## src/rtl/starfish_mem_pkg.sv

```systemverilog
// Shared types for the Starfish memory arbiter: response owner tags and the muxed memory request.
// Struct fields are sized for the widest supported configuration (32-bit address and data).
package starfish_mem_pkg;

  localparam int MAX_MEM_LATENCY = 4;
  localparam int MEM_ADDR_W      = 32;
  localparam int MEM_DATA_W      = 32;
  localparam int MEM_BE_W        = MEM_DATA_W / 8;

  typedef enum logic [1:0] {
    OWN_NONE = 2'd0,
    OWN_IF   = 2'd1,
    OWN_LS   = 2'd2
  } owner_e;

  typedef struct packed {
    logic                  we;
    logic [MEM_BE_W-1:0]   be;
    logic [MEM_ADDR_W-1:0] addr;
    logic [MEM_DATA_W-1:0] wdata;
  } mem_req_t;

endpackage

```

## src/rtl/starfish_resp_tracker.sv

```systemverilog
// Owner-tag delay line: the tag pushed with a grant appears at tail_o exactly DEPTH cycles later.
// Accepts a tag every cycle, never stalls; synchronous reset flushes every stage to OWN_NONE.
module starfish_resp_tracker
  import starfish_mem_pkg::*;
#(
  parameter int DEPTH = 1
) (
  input  logic       clk,
  input  logic       rst,
  input  logic [1:0] tag_i,
  output logic [1:0] tail_o
);

  owner_e pipe_q [DEPTH];

  always_ff @(posedge clk) begin
    if (rst) begin
      for (int i = 0; i < DEPTH; i++) pipe_q[i] <= OWN_NONE;
    end else begin
      pipe_q[0] <= owner_e'(tag_i);
      for (int i = 1; i < DEPTH; i++) pipe_q[i] <= pipe_q[i-1];
    end
  end

  assign tail_o = pipe_q[DEPTH-1];

endmodule

```

## src/rtl/starfish_mem_arbiter.sv

```systemverilog
// Shares one pipelined memory port between fetch (IF) and load/store (LS); grants are same-cycle
// combinational, responses return MEM_LATENCY cycles after grant, LS wins unless IF is starved.
module starfish_mem_arbiter
  import starfish_mem_pkg::*;
#(
  parameter int ADDR_W       = 32,
  parameter int DATA_W       = 32,
  parameter int MEM_LATENCY  = 1,
  parameter int STARVE_LIMIT = 4
) (
  input  logic                clk,
  input  logic                rst,
  input  logic                if_req,
  input  logic [ADDR_W-1:0]   if_addr,
  output logic                if_gnt,
  output logic                if_rvalid,
  output logic [DATA_W-1:0]   if_rdata,
  input  logic                ls_req,
  input  logic                ls_we,
  input  logic [DATA_W/8-1:0] ls_be,
  input  logic [ADDR_W-1:0]   ls_addr,
  input  logic [DATA_W-1:0]   ls_wdata,
  output logic                ls_gnt,
  output logic                ls_rvalid,
  output logic [DATA_W-1:0]   ls_rdata,
  output logic                mem_en,
  output logic                mem_we,
  output logic [DATA_W/8-1:0] mem_be,
  output logic [ADDR_W-1:0]   mem_addr,
  output logic [DATA_W-1:0]   mem_wdata,
  input  logic [DATA_W-1:0]   mem_rdata
);

  localparam int BE_W  = DATA_W / 8;
  localparam int CNT_W = $clog2(STARVE_LIMIT + 1);

  if (MEM_LATENCY < 1 || MEM_LATENCY > MAX_MEM_LATENCY) begin : g_bad_latency
    $error("MEM_LATENCY out of range");
  end

  logic [CNT_W-1:0] starve_cnt_q, starve_cnt_d;
  logic             if_force;
  mem_req_t         req_sel;
  logic [1:0]       push_tag;
  logic [1:0]       tail_tag;

  assign if_force = (starve_cnt_q == CNT_W'(STARVE_LIMIT));

  // Nothing is granted while in reset so no transaction can straddle it.
  always_comb begin
    if_gnt = 1'b0;
    ls_gnt = 1'b0;
    if (!rst) begin
      if (if_req && ls_req) begin
        if_gnt = if_force;
        ls_gnt = !if_force;
      end else begin
        if_gnt = if_req;
        ls_gnt = ls_req;
      end
    end
  end

  always_comb begin
    starve_cnt_d = starve_cnt_q;
    if (!if_req || if_gnt) begin
      starve_cnt_d = '0;
    end else if (ls_gnt && !if_force) begin
      starve_cnt_d = starve_cnt_q + CNT_W'(1);
    end
  end

  always_ff @(posedge clk) begin
    if (rst) starve_cnt_q <= '0;
    else     starve_cnt_q <= starve_cnt_d;
  end

  always_comb begin
    req_sel = '0;
    if (if_gnt) begin
      req_sel.be   = '1;
      req_sel.addr = MEM_ADDR_W'(if_addr);
    end else if (ls_gnt) begin
      req_sel.we    = ls_we;
      req_sel.be    = MEM_BE_W'(ls_be);
      req_sel.addr  = MEM_ADDR_W'(ls_addr);
      req_sel.wdata = MEM_DATA_W'(ls_wdata);
    end
  end

  assign mem_en    = if_gnt | ls_gnt;
  assign mem_we    = req_sel.we;
  assign mem_be    = req_sel.be[BE_W-1:0];
  assign mem_addr  = req_sel.addr[ADDR_W-1:0];
  assign mem_wdata = req_sel.wdata[DATA_W-1:0];

  assign push_tag = if_gnt ? OWN_IF : (ls_gnt ? OWN_LS : OWN_NONE);

  starfish_resp_tracker #(
    .DEPTH (MEM_LATENCY)
  ) u_resp_tracker (
    .clk    (clk),
    .rst    (rst),
    .tag_i  (push_tag),
    .tail_o (tail_tag)
  );

  // Responses due in the reset cycle belong to pre-reset grants and are dropped.
  assign if_rvalid = !rst && (tail_tag == OWN_IF);
  assign ls_rvalid = !rst && (tail_tag == OWN_LS);
  assign if_rdata  = mem_rdata;
  assign ls_rdata  = mem_rdata;

endmodule
```

## config.mk

```make
export PLATFORM = sky130hd
export DESIGN_NAME = starfish_mem_arbiter
export DESIGN_NICKNAME = d
export VERILOG_FILES = /design/src/rtl/starfish_mem_pkg.sv /design/src/rtl/starfish_resp_tracker.sv /design/src/rtl/starfish_mem_arbiter.sv
export SDC_FILE = /design/constraint.sdc
export NUM_CORES = 1
export LEC_CHECK = 0
export BUFFER_PORTS_ARGS = -buffer_cell sky130_fd_sc_hd__clkbuf_2
export CORE_AREA = 2 2 108 110
export CTS_CLUSTER_DIAMETER = 150
export DETAILED_ROUTE_END_ITERATION = 8
export DIE_AREA = 0 0 110 112
export GPL_TIMING_DRIVEN = 1
export PLACE_DENSITY_LB_ADDON = 0.08
export SKIP_CTS_REPAIR_TIMING = 1
export SLEW_MARGIN = 10
export SYNTH_ARGS = -nofsm -noshare
export SYNTH_HDL_FRONTEND = slang
export SYNTH_SLANG_ARGS = --single-unit
```

## constraint.sdc

```tcl
create_clock -name clk -period 1.3 [get_ports clk]
set_input_delay 0 -clock clk [delete_from_list [all_inputs] [get_ports clk]]
set_output_delay 0 -clock clk [all_outputs]
set_load 0.05 [all_outputs]
```

### Word-level counts from Yosys, hierarchy flattened

Memory sizes are Yosys's and may differ from the RTL's.
Index checks and enable logic that the tools add are counted.

| storage, ports and cells | value |
|---|---|
| memories kept | 1 |
| flip-flop bits (word level) | 3 |
| memory bits (writable) | 2 |
| input port bits | 137 |
| logic and storage cells | 32 |
| output and inout port bits | 138 |

| cells by class | value |
|---|---|
| equality and inequality tests | 3 |
| bitwise operators | 1 |
| add/subtract/negate cells | 1 |
| muxes and demuxes | 15 |
| reductions and logical operators | 10 |

Memories:

| memory | depth | width | rd ports | clocked after Yosys merged registers in | write ports | RTL line | text |
|---|---|---|---|---|---|---|---|
| u_resp_tracker.pipe_q | 1 | 2 | 1 | 0 | 1 | starfish_resp_tracker.sv:14 | `owner_e pipe_q [DEPTH];` |

Operator list:

| cell | number |
|---|---|
| 69-bit 2-to-1 mux | 1 |
| 36-bit 2-to-1 mux | 1 |
| 32-bit 2-to-1 mux | 1 |
| 1-bit 2-to-1 mux | 9 |
| 2-bit 2-to-1 mux | 3 |
| 1-bit logical AND | 4 |
| 2-bit OR reduction | 2 |
| 3-bit by 1-bit adder with 3-bit output, second input constant | 1 |
| 3-bit == test, second input constant | 1 |
| 1-bit logical NOT | 3 |
| 2-bit by 1-bit == test with 1-bit output, second input constant | 1 |
| 2-bit == test, second input constant | 1 |
| 1-bit logical OR | 1 |
| 1-bit OR | 1 |

### Longest topological paths before layout

| depth | value |
|---|---|
| depth in word-level cells | 7 |
| mapped depth | 6 |
| gate-level depth less buffers | 4 |

### Modules after synthesis

From an unflattened synthesis, not the netlist that was laid out.

| second synthesis, totals | value |
|---|---|
| cell total of the unflattened synthesis | 180 |
| area total of the unflattened synthesis | 1,363.8 um2 |

Modules (own cells, without submodules):

| module | instances | area an instance (um2) | seq. area each (um2) | cells an instance |
|---|---|---|---|---|
| starfish_mem_arbiter | 1 | 1,311.3 | 60.1 | 176 |
| starfish_resp_tracker | 1 | 52.6 | 40.0 | 4 |

### Worst setup path after synthesis

Ideal clock, no wire load.

| timing path | value |
|---|---|
| kind | reg2out |
| start | reg starve_cnt_q[0] |
| end | out mem_addr[0] |
| stages on the path, launching flop included | 6 |
| required time | 1,300 ps |
| setup slack | -449 ps |
| path buffers | 1 |
| arrival | 1,749 ps |
| path through | dfxtp_1 > inv_1 > ha_1 > and3_1 > buf_6 > o22ai_1 |

| on the way | value |
|---|---|
| cells in the longest elaborated chain, start to end | 6 |
| elaborated cells on any way between the ends | 8 |
| those cells by class | eq/ne (1); mux (6); reduce/logical (1) |

Ends and longest elaborated chain:

| element | RTL line | text |
|---|---|---|
| from (decl) | starfish_mem_arbiter.sv:41 | `logic [CNT_W-1:0] starve_cnt_q, starve_cnt_d;` |
| from (signal assigned) | starfish_mem_arbiter.sv:75 | `else starve_cnt_q <= starve_cnt_d;` |
| 3-bit == test * | starfish_mem_arbiter.sv:47 | `assign if_force = (starve_cnt_q == CNT_W'(STARVE_LIMIT));` |
| 1-bit logical NOT | starfish_mem_arbiter.sv:56 | `ls_gnt = !if_force;` |
| 1-bit 2-to-1 mux | starfish_mem_arbiter.sv:54 | `if (if_req && ls_req) begin` |
| 1-bit 2-to-1 mux | starfish_mem_arbiter.sv:53 | `if (!rst) begin` |
| 69-bit 2-to-1 mux | starfish_mem_arbiter.sv:83 | `end else if (ls_gnt) begin` |
| 36-bit 2-to-1 mux * | starfish_mem_arbiter.sv:80 | `if (if_gnt) begin` |
| to (decl) | starfish_mem_arbiter.sv:29 | `output logic [ADDR_W-1:0] mem_addr,` |

Mark *: on every way between the ends. The rest lies on a longest branch, timed or not.

### Worst setup path in the final report

| timing path | value |
|---|---|
| start | reg starve_cnt_q[0] |
| end | out mem_addr[21] |

Same word-level chain as after synthesis.

==> summary.md <==
| Metric | Value |
|---|---|
| CTS sink count | 5 |
| Crit Path Class | flop to output pin |
| FP Rows | 39 |
| CP arrival | between 1500 and 2000 ps |
| R2R Path End | starve_cnt_q[1] |
| Routed wire length | 7840 um |
| Total track usage | ~11% |
| CP endpoint kind | output pin |
| Placed Cells | ~510 |
| Reg clk slew, reported paths | 30 ps |
| Fin crit period | 1550 ps |
| Post-DP HPWL | 5860 um |
| Mapped Area | just over 2000 sq um |
| Port Buf Inserts | roughly 180 |
| Psw | 870 uW |
| Worst path slowest cell | dfxtp_2 |
| Syn_nets | ~400 |
| DRC | 0 |
| R2R depth | 6 |
| Fmax | about 0.64 GHz |
| Synth cell types | 25 |
| Post-synth ARST share | 0% |
| Leading area contributor after synthesis | buf_4 |
| Worst Max-Slew Pin Slew | about 300 ps |
| DRT iter0 DRCs | a little over 60 |
| Sequential share of power | under 10% |
| Hold path cells | 0 |
| Startpoint Class | flop |
| Synthesis-to-finish area growth | 82.7% |
| Synth Warn # | 0 |
| Ant diodes | 0 |
| Initial antenna violation count | 0 |
| Final non-filler cell total | a little over 500 |
| Clock Path Buffers | 2 |
| Hold path startpoint | mem_rdata[2] |
| First-pass GRT wire length | 11100 um |
| Initial core utilization | 18.6% |
| RSZ-0062 raised after global routing | yes |
| Violated checks | negative setup slack |
| Num CTS Buffers | 3 |
| Final hold violation count | 0 |
| Hold_ws | between 0.02 and 0.025 ps |
| Top Ports | 275 |
| Die Y | 112 um |
| Post-synth EDFFs | 0 |
| Syn_area_per_cell | between 8 and 9 sq um |
| Vias in the first global route | approximately 2200 |
| Wirelength per Cell | 15.2 um |
| Leakage | 1.66 nW |
| Placed Area | between 3000 and 4000 sq um |
| Endpoints failing setup | between 70 and 80 |
| Pin count of the biggest net entering global routing | 41 |
| Commonest register cell after synthesis | dfxtp_1 |
| Design Area, Final | between 3000 and 4000 sq um |
| Seq/Total Area, Yosys | 4.81% |
| CP max FO | 6 |
| Hold Path End | ls_rdata[2] |
| FF-to-FF setup slack | -10 ps |
| Slowest stage delay, CP | between 300 and 400 ps |
| Relative slew slack | 79.9% |
| Clk pwr share | between 20 and 25% |
| CP cell instances | inv_2, ha_4, a21boi_4, buf_12, clkbuf_16, o22ai_4, buf_6 |
| Via count | 2271 |
| Congestion Overflow GR | 0 |
| R2r startpoint | starve_cnt_q[0] |
| Cell count after synthesis | between 200 and 300 |
| Insertion delay to the later sink of the worst-skew pair | 230 ps |
| First-pass DRT Iterations | 4 |
| Placer Congestion | around 0.76 |
| Total power | ~2.1 mW |
| Outcome | finished with violations |
| Worst setup margin | -253 ps |
| Post-synthesis sequential element count | 5 |
| Clock Skew | roughly 0.15 ps |
| Tcrit/Tclk final | 119% |
| CORE AREA | 11200 sq um |
| Worst vdd ir | ~0.00033 V |
| Fin util | between 30 and 40% |
| CTS H-tree lvls | 1 |
| Die area | about 12000 sq um |
| Nets | ~510 |
| Critical Path RT | between 1000 and 1500 ps |
| Switching share of power | between 40% and 50% |
| Share of layout cells above drive strength 1 | between 70 and 80% |
| Via density | 4.41 |
| Count of final max-slew check failures | 0 |
| Combinational Power Share | slightly below 70% |
| Share of the synthesized area in the top cell type | approximately 24% |
| Die width | approximately 110 um |
| Top cells by area, synth | buf_4, nand3b_1, o22ai_2 |
| Power per cell area | between 500 and 600 nW/um^2 |
| Maxcap violations | 0 |
| CTS tree | built |
| Clock root buffer master | clkbuf_16 |
| Final ANT Viol Nets | 0 |
| Cell-internal power | 1.20 mW |
| Hold Crit Class | input pin to output pin |
## synth_stat cells (2+ instances only)
cell	number
nand2b_1	2
nand2_1	4
nor2_1	4
and2_1	2
clkbuf_1	9
ha_1	2
buf_2	11
dfxtp_1	5
nor3b_1	4
buf_4	67
nand3b_1	64
a31oi_1	4
buf_6	3
buf_12	3
o22ai_2	30
o22ai_1	2
and3_1	34
inv_1	2
## layer usage
layer  global-route usage (%)  share of wire (%)  wire [um]  vias to the layer above
met5                        0                  0          0                        -
met2                     19.7                 51       3990                       90
met4                     3.71                1.9        150                        0
met1                     13.1                 39       3080                     1064
met3                     2.93                7.8        613                       24
li1                         -                  -          -                     1093
## power by group through the flow
stage	sequential, mW	combinational, mW	clock (mW)
2_1_floorplan	0.164	1.37	0
3_3_place_gp	0.164	1.21	0
3_5_place_dp	0.164	1.21	0
4_1_cts	0.162	1.21	0.518
5_1_grt	0.162	1.49	0.533
6_report	0.162	1.41	0.505
## stage by stage
step	TNS, ps	setup slack (ps)
after global routing	-16970	-323
after global placement	-1820	-71.7
after CTS	-17370	-329
after floorplan	-1570	-253
final	-11770	-253
after detailed placement	-1950	-83.5
## kinds of logic (layout without fill, tap and decap cells)
group / count (synthesis) / in the layout / share of synthesized area, %
AND/OR/NAND/NOR: 118 / 118 / 39.0
buffers and inverters: 96 / 209 / 33.7
AO/OA/AOI/OAI: 38 / 38 / 21.2
adder cells (fa/ha/maj): 2 / 2 / 1.20
flip-flops: 5 / 5 / 4.81
## worst max-delay path by stage
| stage | startpoint | endpoint | slack (ps) | cells after the start |
|---|---|---|---|---|
| global placement | starve_cnt_q[1] | mem_addr[24] | -70 | 6 |
| CTS | starve_cnt_q[0] | mem_addr[15] | -330 | 6 |
| detailed placement | starve_cnt_q[1] | mem_addr[15] | -80 | 6 |
| finish | starve_cnt_q[0] | mem_addr[21] | -250 | 7 |
| floorplan | rst | if_rvalid | -250 | 3 |
| global route | starve_cnt_q[0] | mem_addr[21] | -320 | 7 |
## cell type report
cell class,count,area [sq um]
clock buffer,4,78.8
fill,1182,7370
inverter,2,7.51
multi-input combinational,158,1640
sequential,5,103
tap,143,179
timing repair buffer,203,1790
## cells in the final DEF (no fill, tap or decap), types with 4 or more instances in the layout
cell type,instances
a31oi_2,4
and3_1,19
and3_4,12
buf_12,18
buf_4,12
buf_6,58
buf_8,5
clkbuf_16,6
clkbuf_2,107
nand2_1,4
nand3b_1,64
o22ai_4,32
## state kept, by name (all words and copies together) (netlist names)
register,flops
starve_cnt_q,3
u_resp_tracker.pipe_q,2
## worst max-delay path: cells and delay by family (launching register included)
kind / cells / cell delay (ps)
compound gates: 2 / 280
fa+ha+maj: 1 / 170
buf+inv: 4 / 530
flops: 1 / 330
No activity file was read; power rests on OpenSTA's default activity.
